--- src/rtl/dcache_mem_responder.sv ---
// Memory-side responder for the data cache load/write-through port.
// Turns single-cycle word requests into 128-bit line commands on a
// ready/valid backend and returns one response per request, with a
// one-entry skid register for a request that arrives while busy.
module dcache_mem_responder #(
    parameter int unsigned MEM_SCALE  = 27,
    parameter int unsigned LINE_SCALE = 4
) (
    input  logic                            clk,
    input  logic                            rst,
    input  logic                            req_oe,
    input  logic [MEM_SCALE-1:0]            req_addr,
    input  logic [31:0]                     req_wdata,
    input  logic [3:0]                      req_we,
    output logic [31:0]                     rsp_rdata,
    output logic                            rsp_valid,
    output logic                            rsp_written,
    output logic                            mem_cmd_valid,
    input  logic                            mem_cmd_ready,
    output logic                            mem_cmd_write,
    output logic [MEM_SCALE-LINE_SCALE-1:0] mem_cmd_addr,
    output logic [127:0]                    mem_wdata,
    output logic [15:0]                     mem_wmask,
    input  logic [127:0]                    mem_rdata,
    input  logic                            mem_rvalid,
    output logic                            err_overflow,
    output logic                            err_misalign,
    output logic                            err_stray,
    output logic [31:0]                     rd_cnt,
    output logic [31:0]                     wr_cnt
);

    typedef enum logic [1:0] {
        IDLE,
        ISSUE,
        WAIT_RD,
        RESP
    } state_t;

    state_t state, state_nxt;

    logic [MEM_SCALE-1:0] cur_addr;
    logic [31:0]          cur_wdata;
    logic [3:0]           cur_we;

    logic                 skid_valid;
    logic [MEM_SCALE-1:0] skid_addr;
    logic [31:0]          skid_wdata;
    logic [3:0]           skid_we;

    logic [1:0]  cur_b;
    logic [1:0]  cur_l;
    logic [7:0]  cur_m;
    logic        cur_write;
    logic        cur_mis;
    logic [31:0] cur_word;

    // Byte/word lane decode of the current request
    always_comb begin
        cur_b     = cur_addr[1:0];
        cur_l     = cur_addr[3:2];
        cur_m     = {4'b0000, cur_we} << cur_b;
        cur_write = |cur_we;
        cur_mis   = |cur_m[7:4];
        cur_word  = cur_wdata << {cur_b, 3'b000};
    end

    // State register
    always_ff @(posedge clk or posedge rst) begin
        if (rst) begin
            state <= IDLE;
        end else begin
            state <= state_nxt;
        end
    end

    // Next-state logic
    // A misaligned write spends its ISSUE cycle with the command suppressed,
    // so a response can never directly follow another response.
    always_comb begin
        state_nxt = state;
        case (state)
            IDLE: begin
                if (req_oe) begin
                    state_nxt = ISSUE;
                end
            end
            ISSUE: begin
                if (cur_mis) begin
                    state_nxt = RESP;
                end else if (mem_cmd_ready) begin
                    state_nxt = cur_write ? RESP : WAIT_RD;
                end
            end
            WAIT_RD: begin
                if (mem_rvalid) begin
                    state_nxt = RESP;
                end
            end
            RESP: begin
                state_nxt = (skid_valid || req_oe) ? ISSUE : IDLE;
            end
            default: state_nxt = IDLE;
        endcase
    end

    // Output decode: command fields come straight from the current request
    always_comb begin
        mem_cmd_valid = (state == ISSUE) && !cur_mis;
        mem_cmd_write = cur_write;
        mem_cmd_addr  = cur_addr[MEM_SCALE-1:LINE_SCALE];
        mem_wmask     = cur_mis ? '0 : ({12'h000, cur_m[3:0]} << {cur_l, 2'b00});
        mem_wdata     = {96'h0, cur_word} << {cur_l, 5'b00000};
        rsp_valid     = (state == RESP) && !cur_write;
        rsp_written   = (state == RESP) && cur_write;
    end

    // Current-request and skid registers
    // A request arriving in RESP with the skid empty is loaded straight into
    // the current-request register: same order and timing as a skid hop.
    always_ff @(posedge clk or posedge rst) begin
        if (rst) begin
            cur_addr   <= '0;
            cur_wdata  <= '0;
            cur_we     <= '0;
            skid_valid <= 1'b0;
            skid_addr  <= '0;
            skid_wdata <= '0;
            skid_we    <= '0;
        end else begin
            case (state)
                IDLE: begin
                    if (req_oe) begin
                        cur_addr  <= req_addr;
                        cur_wdata <= req_wdata;
                        cur_we    <= req_we;
                    end
                end
                RESP: begin
                    if (skid_valid) begin
                        cur_addr   <= skid_addr;
                        cur_wdata  <= skid_wdata;
                        cur_we     <= skid_we;
                        skid_valid <= 1'b0;
                    end else if (req_oe) begin
                        cur_addr  <= req_addr;
                        cur_wdata <= req_wdata;
                        cur_we    <= req_we;
                    end
                end
                default: begin
                    if (req_oe && !skid_valid) begin
                        skid_addr  <= req_addr;
                        skid_wdata <= req_wdata;
                        skid_we    <= req_we;
                        skid_valid <= 1'b1;
                    end
                end
            endcase
        end
    end

    // Read data capture, sticky error flags and completion counters
    always_ff @(posedge clk or posedge rst) begin
        if (rst) begin
            rsp_rdata    <= '0;
            err_overflow <= 1'b0;
            err_misalign <= 1'b0;
            err_stray    <= 1'b0;
            rd_cnt       <= '0;
            wr_cnt       <= '0;
        end else begin
            if (req_oe && (state != IDLE) && skid_valid) begin
                err_overflow <= 1'b1;
            end
            if ((state == ISSUE) && cur_mis) begin
                err_misalign <= 1'b1;
            end
            if (mem_rvalid) begin
                if (state == WAIT_RD) begin
                    rsp_rdata <= mem_rdata[{cur_l, 5'b00000} +: 32];
                end else begin
                    err_stray <= 1'b1;
                end
            end
            if (state == RESP) begin
                if (!cur_write) begin
                    rd_cnt <= rd_cnt + 32'd1;
                end else if (!cur_mis) begin
                    wr_cnt <= wr_cnt + 32'd1;
                end
            end
        end
    end

endmodule

--- config.mk ---
export PLATFORM = sky130hd
export DESIGN_NAME = dcache_mem_responder
export DESIGN_NICKNAME = d
export VERILOG_FILES = /design/src/rtl/dcache_mem_responder.sv
export SDC_FILE = /design/constraint.sdc
export NUM_CORES = 1
export LEC_CHECK = 0
export BUFFER_PORTS_ARGS = -buffer_cell sky130_fd_sc_hd__buf_2
export CAP_MARGIN = 10
export CELL_PAD_IN_SITES_DETAIL_PLACEMENT = 2
export CELL_PAD_IN_SITES_GLOBAL_PLACEMENT = 2
export CORE_UTILIZATION = 29
export CTS_CLUSTER_DIAMETER = 150
export DETAILED_ROUTE_END_ITERATION = 8
export PLACE_DENSITY = 0.86
export SLEW_MARGIN = 20
export SYNTH_ARGS = -nofsm -noshare
export SYNTH_HDL_FRONTEND = slang
export SYNTH_SLANG_ARGS = --single-unit
--- constraint.sdc ---
create_clock -name clk -period 8.9 [get_ports clk]
set_input_delay 0.89 -clock clk [delete_from_list [all_inputs] [get_ports clk]]
set_output_delay 0.89 -clock clk [all_outputs]
set_load 0.01 [all_outputs]
==> impl_summary.log <==
[metrics] status: completed
[metrics] fin crit period: between 4 and 5 ns
[metrics] Max Fanout on Critical Path: 41
[metrics] root buffer cell: sky130_fd_sc_hd__clkbuf_16
[metrics] worst voltage drop across the vdd grid: 0.183 mV
[metrics] remaining number of nets flagged by the antenna check after routing: 0
[metrics] instance area after placement: 14300 µm²
[metrics] number of failing hold endpoints at the final stage: 0
[metrics] final estimated routing congestion in global placement: 0.886
[metrics] count of port buffers added during placement: 465
[metrics] clock sink count: 228
[metrics] class of the tightest hold or removal check: flop to flop
[metrics] share of synthesized cell area in full adder, half adder and majority cells: 0.646%
[metrics] Max Fclk: between 200 and 250 MHz
[metrics] Setup-failing EPs final: 0
[metrics] kind of launch point of the worst setup path: flop
[metrics] power density normalized to cell area: around 350 nW/µm²
[metrics] number of gates resized after cts: 0
[metrics] x dimension of the die: 202 µm
[metrics] largest net degree at the start of global routing: 106
[metrics] max-slew violations: 0
[metrics] Slowest cell on crit path: sky130_fd_sc_hd__nor2b_1
[metrics] wire per inst: 23.6 µm
[metrics] First-pass DRT Iterations: 5
[metrics] number of standard cells after synthesis: 1082
[metrics] async set-or-reset flop fraction in the synthesized netlist: 100%
[metrics] final std cell area, no fill: 15300 µm²
[metrics] drt initial violations: 557
[metrics] die area: 40800 µm²
[metrics] relative slew slack: 33.8%
[metrics] Post-CTS Repair Setup Buffers: 0
[metrics] worst hold slack: 0.455 ns
[metrics] Setup CP Type: flop to output pin
[metrics] endpoint kind of the worst setup timing path: output pin
[metrics] total detailed-routing wirelength: 48.3 mm
[metrics] layout net count: 1698
[metrics] mux share of post-synthesis cell area: between 15 and 20%
[metrics] number of flip-flops and latches in the synthesized netlist: 228
[metrics] skew final: 0.0123 ns
[metrics] growth of design area from synthesis to finish: 31.5%
[metrics] simple-gate area share of the yosys netlist: about 15%
[metrics] per-instance average area after synthesis: about 11 µm²
[metrics] Vias per Instance: 5.07
[metrics] Data required, critical path: 8.01 ns
[metrics] number of maximum-capacitance constraint violations: 0
[metrics] Pleak: 0.00767 µW
[metrics] Primary FF master, synth: sky130_fd_sc_hd__dfrtp_1
[metrics] number of standard-cell rows in the floorplan: 72
[metrics] compound-gate portion of the synthesized area: 8.76%
[metrics] global-route usage over all layers: between 20% and 30%
[metrics] Crit path arrival time: 3.15 ns
[metrics] cell accounting for the most synthesized area: sky130_fd_sc_hd__dfrtp_1
[metrics] count of vias placed by the detailed router: 10.4k
[metrics] number of different library cells in the post-synthesis netlist: 48
[metrics] dpl hpwl: 35.1 mm
[metrics] die outline height: 202 µm
[metrics] highest-count cells in the layout ignoring fill and taps: 465 x sky130_fd_sc_hd__buf_2, 226 x sky130_fd_sc_hd__dfrtp_1, 142 x sky130_fd_sc_hd__nor2_1
[metrics] count of H-tree levels built during CTS: 1
[metrics] number of DRC violations after detailed routing: 0
[metrics] number of buffers created by CTS: 28
[metrics] delay-heaviest family, CP: simple AND/OR/NAND/NOR gates
[metrics] accumulated negative setup slack: 0 ns
[metrics] total of hold buffers inserted after clock tree synthesis: 0
[metrics] first-pass GRT wire length: 72.0 mm
[metrics] Worst-Margin Slew: 0.993 ns
[metrics] final worst path period share: between 40% and 50%
[metrics] effective utilization at floorplan: around 30%
[metrics] unrepaired setup endpoints after global routing: false
[metrics] clock slew at reported path FFs: 0.06 ns
[metrics] count of pins on the block boundary: 466
[metrics] commonest non-fill, non-tap cell in the layout: sky130_fd_sc_hd__buf_2
[metrics] number of enable-type register cells in the synthesized netlist: 0
[metrics] TritonCTS clock tree: done
[metrics] Seq/Total Area, Yosys: 49.1%
[metrics] vias in the first global route: 11.8k
[metrics] total placed cells including tap cells: 1984
[metrics] top area cells in the synthesized netlist: sky130_fd_sc_hd__dfrtp_1 49%, sky130_fd_sc_hd__mux2_2 10%, sky130_fd_sc_hd__mux4_2 6.2%
[metrics] Critical path buffers and inverters: 2
[metrics] residual overflow from global routing: 0
[metrics] Clock Tree Buf Depth: 3
[metrics] final std cells w/o fill: 2046
[metrics] Yosys Warn Count: 0
[metrics] XOR/XNOR Fraction of Synth Area: 4.74%
[metrics] ratio of cells with drive above 1 in the final layout: 44.9%
[metrics] dominant combinational cell family by area after synthesis: multiplexers
[metrics] critical-path cell list: buf_4 -> nor2b_1 -> nand2_1 -> nor2_1 -> buf_2
[metrics] post-synth net total: 1284
[metrics] antenna violations before repair: 15
[metrics] Placeable Area: 39100 µm²
[metrics] mapped cell area: 11600 µm²
[metrics] delay contributed by the slowest stage of the critical path: ~0.79 ns
[metrics] Clock Latency Late Sink: 0.55 ns
[metrics] share of Yosys cell area claimed by the top area cell type: 49.1%
routing by layer:
metal	part of all wire [%]	up-vias	track usage [%]
li1	-	4621	-
met4	3.4	6	8.67
met1	39	5298	26.4
met2	52	349	41.2
met3	5.8	92	4.71
met5	0.081	-	0
Yosys cell counts (2+ instances only):
library cell               instances
sky130_fd_sc_hd__mux4_2           32
sky130_fd_sc_hd__nand4_1          13
sky130_fd_sc_hd__a21oi_1          20
sky130_fd_sc_hd__nor2_2            2
sky130_fd_sc_hd__nor3_1            6
sky130_fd_sc_hd__clkbuf_1         53
sky130_fd_sc_hd__mux2i_1          16
sky130_fd_sc_hd__o21a_1            2
sky130_fd_sc_hd__ha_1              6
sky130_fd_sc_hd__and2_1            3
sky130_fd_sc_hd__nand2_1         102
sky130_fd_sc_hd__buf_4            23
sky130_fd_sc_hd__and3_1           45
sky130_fd_sc_hd__and4_1            6
sky130_fd_sc_hd__nand3_1          25
sky130_fd_sc_hd__nor2_1          143
sky130_fd_sc_hd__a22oi_1          63
sky130_fd_sc_hd__nand3b_1          2
sky130_fd_sc_hd__nor2b_1           5
sky130_fd_sc_hd__buf_1            11
sky130_fd_sc_hd__o21bai_1          2
sky130_fd_sc_hd__nor4_4            3
sky130_fd_sc_hd__buf_2             6
sky130_fd_sc_hd__o21ai_0          68
sky130_fd_sc_hd__dfrtp_1         228
sky130_fd_sc_hd__mux2_2          104
sky130_fd_sc_hd__a21o_1            2
sky130_fd_sc_hd__xnor2_1          47
sky130_fd_sc_hd__xor2_1           14
sky130_fd_sc_hd__inv_1            10
sky130_fd_sc_hd__nand2b_1          3
final cells by class:
cell class                      count  area, µm²
Fill cell                        4281      23800
Clock inverter                     11        136
Antenna cell                       11       27.5
Clock buffer                       40        827
Sequential cell                   228       5710
Timing Repair Buffer              477       2420
Multi-Input combinational cell    751       5460
Inverter                           10       45.0
Tap cell                          518        648
flip-flops by register name, indices dropped and copies added, names as in the netlist:
signal,count
skid_valid,1
err_misalign,1
cur_addr,27
rsp_rdata,32
wr_cnt,32
state,2
rd_cnt,32
err_overflow,1
cur_wdata,32
skid_we,4
err_stray,1
cur_we,4
skid_addr,27
skid_wdata,32
report_power, final:
group          switching, µW  internal [µW]
clock                    459            730
combinational           1540            942
sequential               313           1430
total                   2310           3100
logic make-up after synthesis:
family | count (synthesis)
AND/OR/NAND/NOR | 367
flip-flops | 228
AO/OA/AOI/OAI | 164
multiplexers | 152
buffers and inverters | 103
XOR/XNOR | 62
adder cells (fa/ha/maj) | 6
final timing paths:
path                               from       endpoint  slack, ns  cells past startpoint
setup / recovery            cur_addr[2]  mem_wdata[44]       4.86                      5
hold / removal             err_overflow   err_overflow       0.45                      1
setup reg to reg               state[0]  cur_wdata[11]       5.91                      7
hold reg to reg            err_overflow   err_overflow       0.45                      1
max in group asynchronous           rst    cur_addr[2]       6.87                      3
min in group asynchronous           rst     rd_cnt[30]       0.48                      2
worst reg2reg max path, stage by stage, from the launching register on:
cell and delay, ns:
sky130_fd_sc_hd__dfrtp_1 0.39, sky130_fd_sc_hd__ha_1 0.33, sky130_fd_sc_hd__and2_2 0.25, sky130_fd_sc_hd__buf_4 0.36, sky130_fd_sc_hd__nor2b_4 0.58, sky130_fd_sc_hd__buf_4 0.57, sky130_fd_sc_hd__a22oi_1 0.19, sky130_fd_sc_hd__o21ai_0 0.23
stage by stage:
step | power (µW) | utilization, % | setup slack (ns)
floorplan | 3240 | - | 1.76
global placement | 4060 | 36.5 | 5.72
detailed placement | 4210 | 36.5 | 5.58
CTS | 5460 | 39.0 | 4.98
global route | 5730 | 39.0 | 4.76
finish | 5420 | 39.0 | 4.86
No activity file was read; power rests on OpenSTA's default activity.
